## src/rtl/pkg_system_mdr.sv

```systemverilog
// Shared definitions for the MDR iterative engine: operation codes,
// FSM state encoding and the default operand width.
package pkg_system_mdr;

  localparam int DEFAULT_DW = 16;

  // Operation codes; code 3 is reserved and reported as an error.
  typedef enum logic [1:0] {
    OP_MULT = 2'd0,
    OP_DIV  = 2'd1,
    OP_ROOT = 2'd2
  } mdr_op_e;

  localparam logic [1:0] OP_INVALID = 2'd3;

  // Engine FSM encoding.
  localparam logic [1:0] ST_IDLE = 2'd0;
  localparam logic [1:0] ST_RUN  = 2'd1;
  localparam logic [1:0] ST_DONE = 2'd2;

endpackage

```

## src/rtl/mdr_step_unit.sv

```systemverilog
// One radix-2 iteration of multiply, restoring divide or digit-by-digit
// square root. Purely combinational; the engine registers the results.
//   w : accumulator (product / quotient / root), shifted left each step
//   r : partial remainder (DIV, ROOT)
//   s : operand shift register feeding one (MULT/DIV) or two (ROOT) bits
module mdr_step_unit
  import pkg_system_mdr::*;
#(
  parameter int DW = DEFAULT_DW
) (
  input  logic [1:0]      op_i,
  input  logic [DW-1:0]   x_i,
  input  logic [DW-1:0]   y_i,
  input  logic [2*DW-1:0] w_i,
  input  logic [DW+1:0]   r_i,
  input  logic [DW-1:0]   s_i,
  output logic [2*DW-1:0] w_o,
  output logic [DW+1:0]   r_o,
  output logic [DW-1:0]   s_o
);

  logic [DW+1:0] pre;
  logic [DW+1:0] trial;

  // Select and evaluate the iteration for the active operation.
  always_comb begin
    w_o   = w_i;
    r_o   = r_i;
    s_o   = s_i;
    pre   = '0;
    trial = '0;
    case (op_i)
      OP_MULT: begin
        // MSB-first shift-add: multiplier bits come out of s.
        s_o = {s_i[DW-2:0], 1'b0};
        w_o = {w_i[2*DW-2:0], 1'b0} +
              (s_i[DW-1] ? {{DW{1'b0}}, x_i} : {(2*DW){1'b0}});
      end
      OP_DIV: begin
        // Bring down the next dividend bit, subtract divisor if it fits.
        pre   = {1'b0, r_i[DW-1:0], s_i[DW-1]};
        trial = {2'b00, y_i};
        s_o   = {s_i[DW-2:0], 1'b0};
        if (pre >= trial) begin
          r_o = pre - trial;
          w_o = {w_i[2*DW-2:0], 1'b1};
        end else begin
          r_o = pre;
          w_o = {w_i[2*DW-2:0], 1'b0};
        end
      end
      OP_ROOT: begin
        // Bring down two radicand bits, try subtracting 4*root+1.
        pre   = {r_i[DW-1:0], s_i[DW-1:DW-2]};
        trial = {w_i[DW-1:0], 2'b01};
        s_o   = {s_i[DW-3:0], 2'b00};
        if (pre >= trial) begin
          r_o = pre - trial;
          w_o = {w_i[2*DW-2:0], 1'b1};
        end else begin
          r_o = pre;
          w_o = {w_i[2*DW-2:0], 1'b0};
        end
      end
      default: begin
        w_o = w_i;
      end
    endcase
  end

endmodule

```

## src/rtl/mdr_seq_engine.sv

```systemverilog
// Iterative multiply/divide/root engine. Accepts a request in IDLE,
// runs one step per clock in RUN, and pulses o_done for one cycle in DONE.
// Exceptions (divide by zero, invalid op) skip RUN and finish at once.
// All outputs are decoded from registers; nothing passes through from inputs.
module mdr_seq_engine
  import pkg_system_mdr::*;
#(
  parameter int DW = DEFAULT_DW
) (
  input  logic            clk,
  input  logic            rst,
  input  logic            i_start,
  input  logic [1:0]      i_op,
  input  logic [DW-1:0]   i_data_X,
  input  logic [DW-1:0]   i_data_Y,
  output logic            o_busy,
  output logic            o_done,
  output logic [2*DW-1:0] o_result,
  output logic [DW-1:0]   o_remainder,
  output logic            o_error,
  output logic [1:0]      o_dbg_state
);

  localparam int CW = $clog2(DW) + 1;

  logic [1:0]      state_q, state_d;
  logic [1:0]      op_q, op_d;
  logic [DW-1:0]   x_q, x_d;
  logic [DW-1:0]   y_q, y_d;
  logic [2*DW-1:0] w_q, w_d;
  logic [DW+1:0]   r_q, r_d;
  logic [DW-1:0]   s_q, s_d;
  logic [CW-1:0]   cnt_q, cnt_d;
  logic [2*DW-1:0] res_q, res_d;
  logic [DW-1:0]   rem_q, rem_d;
  logic            err_q, err_d;

  logic [2*DW-1:0] step_w;
  logic [DW+1:0]   step_r;
  logic [DW-1:0]   step_s;
  logic [CW-1:0]   last_cnt;

  mdr_step_unit #(.DW(DW)) u_step (
    .op_i (op_q),
    .x_i  (x_q),
    .y_i  (y_q),
    .w_i  (w_q),
    .r_i  (r_q),
    .s_i  (s_q),
    .w_o  (step_w),
    .r_o  (step_r),
    .s_o  (step_s)
  );

  // ROOT needs half as many iterations as MULT/DIV.
  assign last_cnt = (op_q == OP_ROOT) ? CW'(DW/2 - 1) : CW'(DW - 1);

  // Next-state logic: acceptance, iteration and result loading.
  always_comb begin
    state_d = state_q;
    op_d    = op_q;
    x_d     = x_q;
    y_d     = y_q;
    w_d     = w_q;
    r_d     = r_q;
    s_d     = s_q;
    cnt_d   = cnt_q;
    res_d   = res_q;
    rem_d   = rem_q;
    err_d   = err_q;
    case (state_q)
      ST_IDLE: begin
        if (i_start) begin
          op_d  = i_op;
          x_d   = i_data_X;
          y_d   = i_data_Y;
          w_d   = '0;
          r_d   = '0;
          cnt_d = '0;
          s_d   = (i_op == OP_MULT) ? i_data_Y : i_data_X;
          if (i_op == OP_INVALID) begin
            state_d = ST_DONE;
            err_d   = 1'b1;
            res_d   = '0;
            rem_d   = '0;
          end else if (i_op == OP_DIV && i_data_Y == '0) begin
            state_d = ST_DONE;
            err_d   = 1'b1;
            res_d   = '1;
            rem_d   = i_data_X;
          end else begin
            state_d = ST_RUN;
          end
        end
      end
      ST_RUN: begin
        w_d   = step_w;
        r_d   = step_r;
        s_d   = step_s;
        cnt_d = cnt_q + CW'(1);
        if (cnt_q == last_cnt) begin
          state_d = ST_DONE;
          err_d   = 1'b0;
          if (op_q == OP_MULT) begin
            res_d = step_w;
            rem_d = '0;
          end else begin
            res_d = {{DW{1'b0}}, step_w[DW-1:0]};
            rem_d = step_r[DW-1:0];
          end
        end
      end
      ST_DONE: begin
        state_d = ST_IDLE;
      end
      default: begin
        state_d = ST_IDLE;
      end
    endcase
  end

  // State and datapath registers; reset discards any in-flight operation.
  always_ff @(posedge clk or negedge rst) begin
    if (!rst) begin
      state_q <= ST_IDLE;
      op_q    <= '0;
      x_q     <= '0;
      y_q     <= '0;
      w_q     <= '0;
      r_q     <= '0;
      s_q     <= '0;
      cnt_q   <= '0;
      res_q   <= '0;
      rem_q   <= '0;
      err_q   <= 1'b0;
    end else begin
      state_q <= state_d;
      op_q    <= op_d;
      x_q     <= x_d;
      y_q     <= y_d;
      w_q     <= w_d;
      r_q     <= r_d;
      s_q     <= s_d;
      cnt_q   <= cnt_d;
      res_q   <= res_d;
      rem_q   <= rem_d;
      err_q   <= err_d;
    end
  end

  assign o_busy      = (state_q != ST_IDLE);
  assign o_done      = (state_q == ST_DONE);
  assign o_result    = res_q;
  assign o_remainder = rem_q;
  assign o_error     = err_q;
  assign o_dbg_state = state_q;

endmodule
```

## config.mk

```make
export PLATFORM = sky130hd
export DESIGN_NAME = mdr_seq_engine
export DESIGN_NICKNAME = d
export VERILOG_FILES = /design/src/rtl/pkg_system_mdr.sv /design/src/rtl/mdr_step_unit.sv /design/src/rtl/mdr_seq_engine.sv
export SDC_FILE = /design/constraint.sdc
export NUM_CORES = 1
export LEC_CHECK = 0
export ABC_AREA = 0
export BUFFER_PORTS_ARGS = -buffer_cell sky130_fd_sc_hd__buf_2
export CORE_AREA = 4 4 109 214
export DETAILED_ROUTE_END_ITERATION = 10
export DIE_AREA = 0 0 113 218
export MAX_ROUTING_LAYER = met4
export PLACE_DENSITY_LB_ADDON = 0.12
export SYNTH_ARGS = -nofsm -noshare
export SYNTH_HDL_FRONTEND = slang
export SYNTH_SLANG_ARGS = --single-unit
```

## constraint.sdc

```tcl
create_clock -name clk -period 8.4 [get_ports clk]
set_clock_uncertainty 0.1 [all_clocks]
set_input_delay 0.42 -clock clk [delete_from_list [all_inputs] [get_ports clk]]
set_output_delay 0.42 -clock clk [all_outputs]
set_load 0.02 [all_outputs]
```

After elaboration in Yosys (flattened, before gate mapping)
Index checks and enable logic that the tools add are counted.

Bits in registers: 154. Input bits: 37.

Add/sub/neg operators: 4. Order comparisons: 2. Eq/ne operators: 11. Multiplexer cells: 40. Reduce and logical (&&, ||, !) cells: 13.

Operators with widths (count): 2-to-1 mux 32 bit (6); 2-to-1 mux 16 bit (11); case mux 16 bit (2 select lines) (5); case mux 32 bit (2 select lines) (2); case mux 32 bit (3 select lines) (1); adder 32 x 16 -> 32 bit (1); subtractor 16 bit (2); >= comparator 18 bit (1); >= comparator 17 x 16 -> 1 bit (1); zero test 16 bit (1); case mux 5 bit (2 select lines) (1); 2-to-1 mux 2 bit (4); equality test 2 x 1 -> 1 bit, second input constant (3); equality test 2 bit, second input constant (3); zero test 2 bit (3); 2-to-1 mux 1 bit (6); inequality test 3 bit, second input constant (2); AND reduction 2 bit (3); adder 5 x 1 -> 5 bit, second input constant (1); equality test 5 x 4 -> 1 bit (1); 2-to-1 mux 5 bit (1); 2-to-1 mux 4 bit (1); inequality test 2 bit, second input constant (2); case mux 2 bit (2 select lines) (1); 6 further kinds (7).

Longest topological paths before layout
Gate-level depths: netlist of run 1.

Depth after elaboration: 6. Mapped depth: 14. Depth with buffers taken out: 13.

Modules after synthesis
From an unflattened synthesis of run 1, not the netlist that was laid out.

Cell total of the unflattened synthesis: 1263. Area total of the unflattened synthesis: 10782.8 µm².

By module, submodules not included: mdr_seq_engine (instances 1, cells an instance 612, area an instance 6498.7 µm², sequential area each 3903.7 µm²); mdr_step_unit (instances 1, cells an instance 651, area an instance 4284.1 µm², sequential area each 0.0 µm²).

Worst setup path before layout of run 1
Ideal clock, no wire load.

Path kind: flip-flop to flip-flop. Start: register s_q[15]. End: register w_q[29]. Data arrival time: 3001 ps. Data required time: 8180 ps. Slack: 5179 ps. Stages on the path, launching flop included: 15. Buffers on the path: 3. Period minus slack after synthesis: 3221 ps. Cell sequence: dfrtp_1 -> clkbuf_1 -> clkbuf_1 -> and2_1 -> ha_1 -> or3_1 -> a31oi_1 -> nor2_1 -> a22oi_2 -> a21oi_2 -> and2_4 -> buf_6 -> and3_4 -> a32o_1 -> a31o_1.

Cells in the longest elaborated chain, start to end: 4.

RTL lines: start, declared (line mdr_seq_engine.sv:32) `logic [DW-1:0] s_q, s_d;`; start signal, assigned (line mdr_seq_engine.sv:131) `s_q <= '0;`; start signal, assigned (line mdr_seq_engine.sv:143) `s_q <= s_d;`; 2-to-1 mux 16 bit (line mdr_step_unit.sv:37) `(s_i[DW-1] ? {{DW{1'b0}}, x_i} : {(2*DW){1'b0}});`; adder 32 x 16 -> 32 bit (line mdr_step_unit.sv:36) `w_o = {w_i[2*DW-2:0], 1'b0} +`; case mux 32 bit (3 select lines) (line mdr_step_unit.sv:32) `case (op_i)`; case mux 32 bit (2 select lines) (line mdr_seq_engine.sv:71) `case (state_q)`; end signal, assigned (line mdr_seq_engine.sv:141) `w_q <= w_d;`; end, declared (line mdr_seq_engine.sv:30) `logic [2*DW-1:0] w_q, w_d;`.

Every way passes these cells. A chain may end at the register's enable or synchronous reset.

Final worst setup path of run 1
Start: register s_q[15]. End: register rem_q[1], in the netlist o_remainder[1].

Cells in the longest elaborated chain, start to end: 6. Elaborated cells between the ends (all ways): 10. Those cells by class: add/sub: 2; order compare: 2; mux: 6.

RTL lines: subtractor 16 bit (tied with other cells) (line mdr_step_unit.sv:58) `r_o = pre - trial;`; 2-to-1 mux 16 bit, on equally long branches (line mdr_step_unit.sv:57, mdr_step_unit.sv:44); case mux 16 bit (2 select lines) (*) (line mdr_step_unit.sv:32); 2-to-1 mux 16 bit (*) (line mdr_seq_engine.sv:104) `if (op_q == OP_MULT) begin`; 2-to-1 mux 16 bit (*) (line mdr_seq_engine.sv:101) `if (cnt_q == last_cnt) begin`; case mux 16 bit (2 select lines) (*) (line mdr_seq_engine.sv:71); end signal, assigned (line mdr_seq_engine.sv:146) `rem_q <= rem_d;`; end, declared (line mdr_seq_engine.sv:35) `logic [DW-1:0] rem_q, rem_d;`.

Every way passes the cells marked *; elsewhere a longest branch is shown, timed or not. The select of a mux whose other input is x is not followed.

==> results.yml, run 1 <==
logic_synthesis:
  postSynthAreaPerCell_um2: 8.59
  synth_cells: 1247
  synth_cell_types: 82
  synth_area_leader_cell: "dfrtp_1"
  synthArstFlopShare: 1.00
  netlist_top_cells_area: "dfrtp_1 36%, ha_1 6.3%, nand2_1 6.3%, o21ai_0 4.9%, mux2_2 3.8%"
  yosys_warnings: 0
  syn-num-nets: 1340
  ys_seq_elements: 154
  synth_most_common_cell: "nand2_1"
  synth_edf_count: 0
  syn_area_mm2: 0.0107
  synth_top_area_share: 0.360
  ys.flop_type: "dfrtp_1"
  synth_seq_area_share: 0.360
  synthTopCellsByCount: "180 x nand2_1, 154 x dfrtp_1, 105 x o21ai_0, 77 x nor2_1, 66 x a21oi_1"
route:
  drt_iter0_markers: 788
  wl_per_cell_um: 22.6
  drtPass1Iterations: 5
  via_per_inst: 6.20
  vias: 9826
  drcViolationCount: 0
  ant_nets: 0
  routed_wl_um: 35900
cells_and_area:
  drive_gt1_frac: 0.160
  syn_to_final_growth_pct: 11.5
  fin_cells: 1584
  antenna_cells: 0
  final_nets: 1391
clock_network:
  cts_tree: "built"
  h-tree-depth: 4
  cts.clk_slew.worst_paths_ns: 0.07
  cts_sinks: 154
  clock_latency_ns: 0.45
  cts.repair.resized: 0
  clk_path_buf_depth: 2
  cts_made_buffers: 17
  root_buffer: "clkbuf_16"
hold_path:
  hold_class: "primary input to register"
  holdPathStages: 3
sta:
  slew_violations: 0
  maxSlewHeadroom: 0.299
  finalSetupTns_ns: 0
  min_period_ns: 3.90
  clock.fmax_ghz: 0.256
  hold_viol_final: 0
  setup_viol: 0
  tightest_slew_ns: 1.05
  fin_crit_sh: 0.465
  rsz0062_at_grt: "false"
worst_setup_path:
  crit_required_ns: 8.62
  crit_slowest_cell: "dfrtp_1"
  crit_path_cell_trace: "inv_1, ha_1, nand4_1, nor4_1, a31oi_2, and2_1, mux2_2, a221oi_1, a2bb2oi_1, o21ai_0"
  setup.worst_path.start_class: "register"
  cp.arrival_ns: 4.13
  critPathKind: "register to register"
  ff2ff_path_depth: 10
  crit_fanout: 21
  end_kind: "register"
  cp_slowest_stage_delay_ns: 0.81
power:
  seqPwrFrac: 0.245
  peakVddDrop_v: 0.000237
  intPower_mw: 2.86
  power.share.combinational: 0.619
  power.density_mw_per_mm2: 478
  power_frac_clock: 0.135
  cellLeakagePower_nw: 5.41
  switchingPower_mw: 2.85
  p_sw_frac: 0.498
placement:
  dp_cells: 1551
  gp_congestion: 0.964
  dp_hpwl_um: 27100
  port_buffers: 89
global_routing:
  grt_pass1_wl_um: 55800
  antenna_found_initial: 0
  grt_use_total: 0.304
  grt_max_degree: 85
  grt_overflow: 0
  grt_pass1_vias: 9923
floorplanning:
  ioPinCount: 90
  die-area_mm2: 0.0246
  initial_core_util: 0.496
  rows: 76
  die_h_um: 218
  floorplan.core_area_mm2: 0.0216
  die_w_um: 113
flow_run:
  cap_violations: 0
outcome:
  status: "complete, no violations"
-- stage by stage --
| stage | instance area [um2] | utilization | hold WS, ns | total power, mW | setup WS (ns) |
|---|---|---|---|---|---|
| floorplan | 10700 | - | 0.0244 | 3.93 | 5.18 |
| global placement | 11300 | 0.525 | 0.351 | 4.88 | 4.29 |
| detailed placement | 11300 | 0.525 | 0.357 | 4.92 | 4.34 |
| CTS | 11900 | 0.553 | 0.0959 | 5.71 | 4.53 |
| global route | 11900 | 0.553 | 0.126 | 6.13 | 4.24 |
| finish | 11900 | 0.553 | 0.116 | 5.71 | 4.50 |
-- layer usage --
| metal | part of all wire | vias to the layer above | GRT usage |
|---|---|---|---|
| met5 | 0 | - | - |
| met4 | 0.081 | 0 | 0.213 |
| met3 | 0.043 | 121 | 0.0403 |
| met2 | 0.52 | 353 | 0.519 |
| met1 | 0.36 | 4711 | 0.319 |
| li1 | - | 4641 | - |
-- logic make-up after synthesis --
kind of cell | Yosys count | share of synthesized area
compound gates | 395 | 0.249
xor+xnor | 39 | 0.0319
fa+ha+maj | 56 | 0.0668
buf+inv | 124 | 0.0465
flops | 154 | 0.360
mux | 71 | 0.0706
simple gates | 408 | 0.175
-- power by group through the flow --
| stage | registers, mW | logic (mW) | clock network (mW) |
|---|---|---|---|
| global route | 1.45 | 3.87 | 0.817 |
| global placement | 1.40 | 3.47 | 0 |
| CTS | 1.40 | 3.53 | 0.787 |
| detailed placement | 1.41 | 3.51 | 0 |
| finish | 1.40 | 3.54 | 0.773 |
| floorplan | 1.42 | 2.51 | 0 |
-- critical path: cells and delay by family (launching register included) --
family	cells	cell delay, ns
mux	1	0.43
compound gates	4	0.91
flops	1	0.81
buf+inv	1	0.22
fa+ha+maj	1	0.35
simple gates	3	0.95
-- flip-flops by register name, indices dropped and copies added (netlist names) --
name and count:
o_remainder 16, x_q 16, cnt_q 5, y_q 16
o_result 32, o_dbg_state 2, r_q 16, op_q 2
o_error 1, s_q 16, w_q 32
-- layout make-up --
class | count | area [um2]
Fill cell | 2029 | 9650
Multi-Input combinational cell | 969 | 6380
Sequential cell | 154 | 3850
Timing Repair Buffer | 108 | 597
Clock buffer | 17 | 425
Tap cell | 273 | 342
Inverter | 48 | 180
Clock inverter | 15 | 163
-- final timing paths --
path	slack, ns	endpoint	start
worst max-delay path	4.50	o_remainder[1]$_DFFE_PN0P_	s_q[15]$_DFFE_PN0P_
worst min-delay path	0.12	y_q[14]$_DFFE_PN0P_	i_data_Y[14]
worst max register to register	4.50	o_remainder[1]$_DFFE_PN0P_	s_q[15]$_DFFE_PN0P_
worst min register to register	0.37	o_result[3]$_DFFE_PN0P_	o_result[3]$_DFFE_PN0P_
max in group asynchronous	6.22	w_q[18]$_DFFE_PN0P_	rst
min in group asynchronous	0.48	o_result[9]$_DFFE_PN0P_	rst
-- cells in the final DEF, fill, tap and decap left out, drive strengths merged, types with 17 or more instances in the layout --
cell    count
inv        51
and2       20
clkbuf     17
mux2       36
o21ai     108
ha         54
dfrtp     154
a31oi      32
buf       107
xnor2      27
mux2i      35
a21oi      68
a21o       27
and3       18
nand2     180
nand3      48
nor2       78
o211ai     17
-- what timing repair did --
item                      in CTS  in global routing
hold endpoints to repair      83                  0
setup buffers                  0                  0
hold buffers                   1                  0
(Power assumes the default switching activity.)
==> run 2, diff against run 1 <==
Clock period 8.4 ns to 3.4 ns, I/O delays scaled along.
==> results.yml, run 2 (synthesis results as in run 1) <==
clock_network:
  cts_made_buffers: 17
  clk_path_buf_depth: 2
  cts_sinks: 154
  root_buffer: "clkbuf_16"
  cts_tree: "built"
  clock_latency_ns: 0.45
  cts.clk_slew.worst_paths_ns: 0.07
  h-tree-depth: 4
sta:
  clock.fmax_ghz: 0.304
  fin_crit_sh: 0.968
  setup_viol: 0
  rsz0062_at_grt: "true"
  maxSlewHeadroom: 0.349
  hold_viol_final: 0
  slew_violations: 0
  min_period_ns: 3.29
  finalSetupTns_ns: 0
  tightest_slew_ns: 0.972
power:
  peakVddDrop_v: 0.000594
  seqPwrFrac: 0.221
  power.density_mw_per_mm2: 1190
  intPower_mw: 7.93
  power.share.combinational: 0.637
  switchingPower_mw: 7.35
  power_frac_clock: 0.142
  cellLeakagePower_nw: 5.89
  p_sw_frac: 0.481
hold_path:
  hold_class: "primary input to register"
  holdPathStages: 3
  min_to: "o_remainder[4]$_DFFE_PN0P_"
  hold_path.startpoint: "i_data_X[4]"
global_routing:
  use_met2: 0.573
  grt_pass1_wl_um: 60300
  top_usage_layer: "met2"
  grt_max_degree: 61
  antenna_found_initial: 0
  grt_pass1_vias: 10500
  grt_overflow: 0
  use_met3: 0.0458
  grt_use_met1: 0.340
  grt_use_total: 0.332
cells_and_area:
  fin_util: 0.595
  syn_to_final_growth_pct: 19.9
  n_fill_cell: 1962
  fin_cells: 1675
  antenna_cells: 0
  final_nets: 1482
  final_common_cell: "nand2_1"
  drive_gt1_frac: 0.198
  final_cell_mix: "180 x nand2_1, 153 x dfrtp_1, 104 x o21ai_0"
worst_setup_path:
  reg2reg_to: "o_remainder[12]$_DFFE_PN0P_"
  crit_fanout: 6
  critPathKind: "register to register"
  crit_required_ns: 3.63
  setup.worst_path.start_class: "register"
  end_kind: "register"
  r2r_start: "s_q[15]$_DFFE_PN0P_"
  crit_start: "s_q[15]$_DFFE_PN0P_"
  cp.arrival_ns: 3.52
  ff2ff_path_depth: 13
  r2r_setup_slack_ns: 0.11
route:
  via_per_inst: 6.19
  drcViolationCount: 0
  routed_wl_um: 39300
  ant_nets: 0
  wl_per_cell_um: 23.5
  vias: 10400
  drtPass1Iterations: 7
  drt_iter0_markers: 709
floorplanning:
  rows: 76
  floorplan.core_area_mm2: 0.0216
  ioPinCount: 90
  die_w_um: 113
  die_h_um: 218
  die-area_mm2: 0.0246
  initial_core_util: 0.496
placement:
  port_buffers: 89
  dp_cells: 1609
  gp_congestion: 0.976
  dp_hpwl_um: 30000
outcome:
  status: "complete, no violations"
flow_run:
  cap_violations: 0
-- run 2: changes by cell type in the layout (fill, tap and decap cells not counted), moves of 2 or more --
cell	previous run	this run
buf_12	0	2
a21oi_1	66	64
buf_4	18	76
dlygate4sd3_1	1	32
clkinv_4	7	2
bufinv_16	1	5
clkinv_2	0	3
a21oi_2	2	4
-- run 2: critical path, cell delays in order (launching register included) --
cell       delay (ns)
dfrtp_2          0.44
inv_1            0.10
ha_2             0.20
inv_1            0.05
fa_2             0.34
a21o_1           0.22
a2111oi_4        0.42
o311ai_4         0.15
o41ai_2          0.32
xor2_1           0.19
nor2_1           0.07
a21oi_2          0.12
o22ai_2          0.11
a221o_1          0.34
-- run 2: cell type report --
cell class | instances | area (um2) | share of cell area
Inverter | 48 | 180 | 0.0140
Clock inverter | 14 | 218 | 0.0170
Timing Repair Buffer | 199 | 1380 | 0.108
Tap cell | 273 | 342 | 0.0266
Clock buffer | 18 | 439 | 0.0342
Multi-Input combinational cell | 969 | 6420 | 0.500
Sequential cell | 154 | 3850 | 0.300
-- run 2: what timing repair did --
action | 4_1_cts | 5_1_grt
hold buffers | 32 | 0
resized for setup | 0 | 11
endpoints found under the hold margin | 93 | 0
setup endpoints to repair | 1 | 13
pin swaps | 1 | 5
setup buffers | 0 | 2
-- run 2: per-layer routing --
layer / part of all wire / up-vias
li1: - / 4813
met1: 0.35 / 5005
met2: 0.52 / 415
met3: 0.044 / 137
met4: 0.083 / 0
met5: 0 / -
-- run 2: per-stage QoR --
step	area, um2	hold WS (ns)	power (mW)	setup WS [ns]
after global routing	12800	0.0113	16.3	-0.0547
after global placement	11800	0.0802	12.8	0.0591
final	12800	0.0212	15.3	0.110
after floorplan	10700	-0.226	9.70	0.179
after CTS	12800	0.00613	15.2	0.0178
after detailed placement	11800	0.0880	12.9	0.0221
-- run 2: power by group through the flow --
stage                     Clock (mW)  Sequential [mW]  Combinational [mW]
after detailed placement           0             3.39                9.51
after global routing            2.27             3.46                10.6
after floorplan                    0             3.50                6.20
final                           2.17             3.38                9.74
after CTS                       2.19             3.36                9.60
after global placement             0             3.37                9.45
-- run 2: worst max path at each step --
stage                                        endpoint  slack (ns)
after global routing         o_result[28]$_DFFE_PN0P_       -0.05
after floorplan                   w_q[29]$_DFFE_PN0P_        0.18
after detailed placement  o_remainder[14]$_DFFE_PN0P_        0.02
final                     o_remainder[12]$_DFFE_PN0P_        0.11
after global placement    o_remainder[14]$_DFFE_PN0P_        0.06
after CTS                 o_remainder[12]$_DFFE_PN0P_        0.02
==> run 3, diff against run 2 <==
Settings changed: PLACE_DENSITY set to 0.7, PLACE_DENSITY_LB_ADDON 0.12 to not set.
Clock period 3.4 ns to 4.3 ns, I/O delays scaled along.
==> results.yml, run 3 (synthesis results as in run 1) <==
global_routing:
  grt_max_degree: 89
  grt_pass1_wl_um: 56800
  antenna_found_initial: 1
  grt_pass1_vias: 10100
  grt_overflow: 0
  grt_use_total: 0.310
power:
  power.density_mw_per_mm2: 928
  peakVddDrop_v: 0.000371
  cellLeakagePower_nw: 5.54
  power.total_mw: 11.4
sta:
  fin_crit_sh: 0.885
  slew_violations: 0
  rsz0062_at_grt: "false"
  clock.fmax_ghz: 0.263
  min_period_ns: 3.81
  hold_viol_final: 0
  tightest_slew_ns: 1.07
  maxSlewHeadroom: 0.286
  setup_viol: 0
  finalSetupTns_ns: 0
cells_and_area:
  fin_cells: 1613
  final_nets: 1419
  final_cell_mix: "180 x nand2_1, 154 x dfrtp_1, 105 x o21ai_0"
  syn_to_final_growth_pct: 14.2
  multi_input_area_mm2: 0.00637
  regArea_mm2: 0.00385
  drive_gt1_frac: 0.163
  final_common_cell: "nand2_1"
  n_fill_cell: 2005
worst_setup_path:
  critPathKind: "register to register"
  crit_fanout: 21
  cp.arrival_ns: 4.07
  setup.worst_path.start_class: "register"
  crit_required_ns: 4.57
  end_kind: "register"
  ff2ff_path_depth: 13
flow_run:
  cap_violations: 0
route:
  ant_nets: 0
  drtPass1Iterations: 5
  drt_iter0_markers: 740
  wl_per_cell_um: 22.8
  vias: 10100
  drcViolationCount: 0
  via_per_inst: 6.24
  routed_wl_um: 36700
placement:
  dp_hpwl_um: 27800
  dp_cells: 1559
  gp_congestion: 0.950
  port_buffers: 89
floorplanning:
  floorplan.core_area_mm2: 0.0216
  rows: 76
  ioPinCount: 90
  die_h_um: 218
  die_w_um: 113
  die-area_mm2: 0.0246
  initial_core_util: 0.496
clock_network:
  cts.clk_slew.worst_paths_ns: 0.07
  clk_path_buf_depth: 2
  cts_sinks: 154
  cts_tree: "built"
  h-tree-depth: 4
  post_cts_buffers: 0
  clock_latency_ns: 0.46
  root_buffer: "clkbuf_16"
  cts_made_buffers: 17
outcome:
  status: "complete, no violations"
hold_path:
  holdPathStages: 3
  hold_class: "primary input to register"
run 3: cell types whose count changed in the layout (fill, tap and decap cells not counted), moves of 3 or more:
cell	delta
inv_6	+5
bufinv_16	-3
buf_4	-52
dlygate4sd3_1	-11
run 3: layout make-up:
cell class / count / share of cell area
Clock inverter: 14 / 0.0128
Inverter: 48 / 0.0147
Timing Repair Buffer: 136 / 0.0721
Antenna cell: 1 / 0.000205
Multi-Input combinational cell: 969 / 0.521
Tap cell: 273 / 0.0279
Sequential cell: 154 / 0.315
Clock buffer: 18 / 0.0359
run 3: metrics by stage:
stage	util	cell area, um2	hold WS (ns)	setup slack [ns]
after floorplan	-	10700	-0.181	1.08
after detailed placement	0.529	11400	0.165	0.571
final	0.566	12200	0.0280	0.495
after global placement	0.529	11400	0.160	0.576
after CTS	0.566	12200	0.000689	0.552
after global routing	0.566	12200	0.0142	0.268
run 3: critical path, stage by stage (launching register included):
cell,delay [ns]
dfrtp_1,0.62
inv_1,0.24
ha_1,0.19
inv_1,0.05
fa_1,0.39
a21o_1,0.21
a2111oi_2,0.50
o311ai_1,0.26
o31ai_1,0.33
xnor2_1,0.16
mux2i_1,0.09
o221ai_1,0.19
o211ai_1,0.16
o31ai_2,0.20
run 3: layer usage:
layer  GRT usage  share of wire  routed length [um]
met1       0.308           0.35               12800
met3      0.0464          0.046                1670
met5           -              0                   0
met2       0.547           0.53               19400
met4       0.216          0.077                2830
run 3: repair_timing:
item | CTS | global route
gates resized for setup | 0 | 0
hold buffers | 21 | 0
endpoints found under the hold margin | 86 | 0
run 3: worst paths after layout:
kind / startpoint / end / slack (ns)
max: s_q[15]$_DFFE_PN0P_ / o_remainder[14]$_DFFE_PN0P_ / 0.49
min: i_data_X[3] / o_remainder[3]$_DFFE_PN0P_ / 0.03
max reg2reg: s_q[15]$_DFFE_PN0P_ / o_remainder[14]$_DFFE_PN0P_ / 0.49
min reg2reg: o_result[3]$_DFFE_PN0P_ / o_result[3]$_DFFE_PN0P_ / 0.37
max in group asynchronous: rst / x_q[13]$_DFFE_PN0P_ / 2.96
min in group asynchronous: rst / o_remainder[4]$_DFFE_PN0P_ / 0.20
run 3: power by group:
| part | leakage, nW | internal [mW] | switching, mW |
|---|---|---|---|
| combinational | 3.36 | 2.78 | 4.25 |
| sequential | 1.89 | 2.10 | 0.663 |
| clock | 0.286 | 0.881 | 0.680 |
| total | 5.54 | 5.76 | 5.59 |
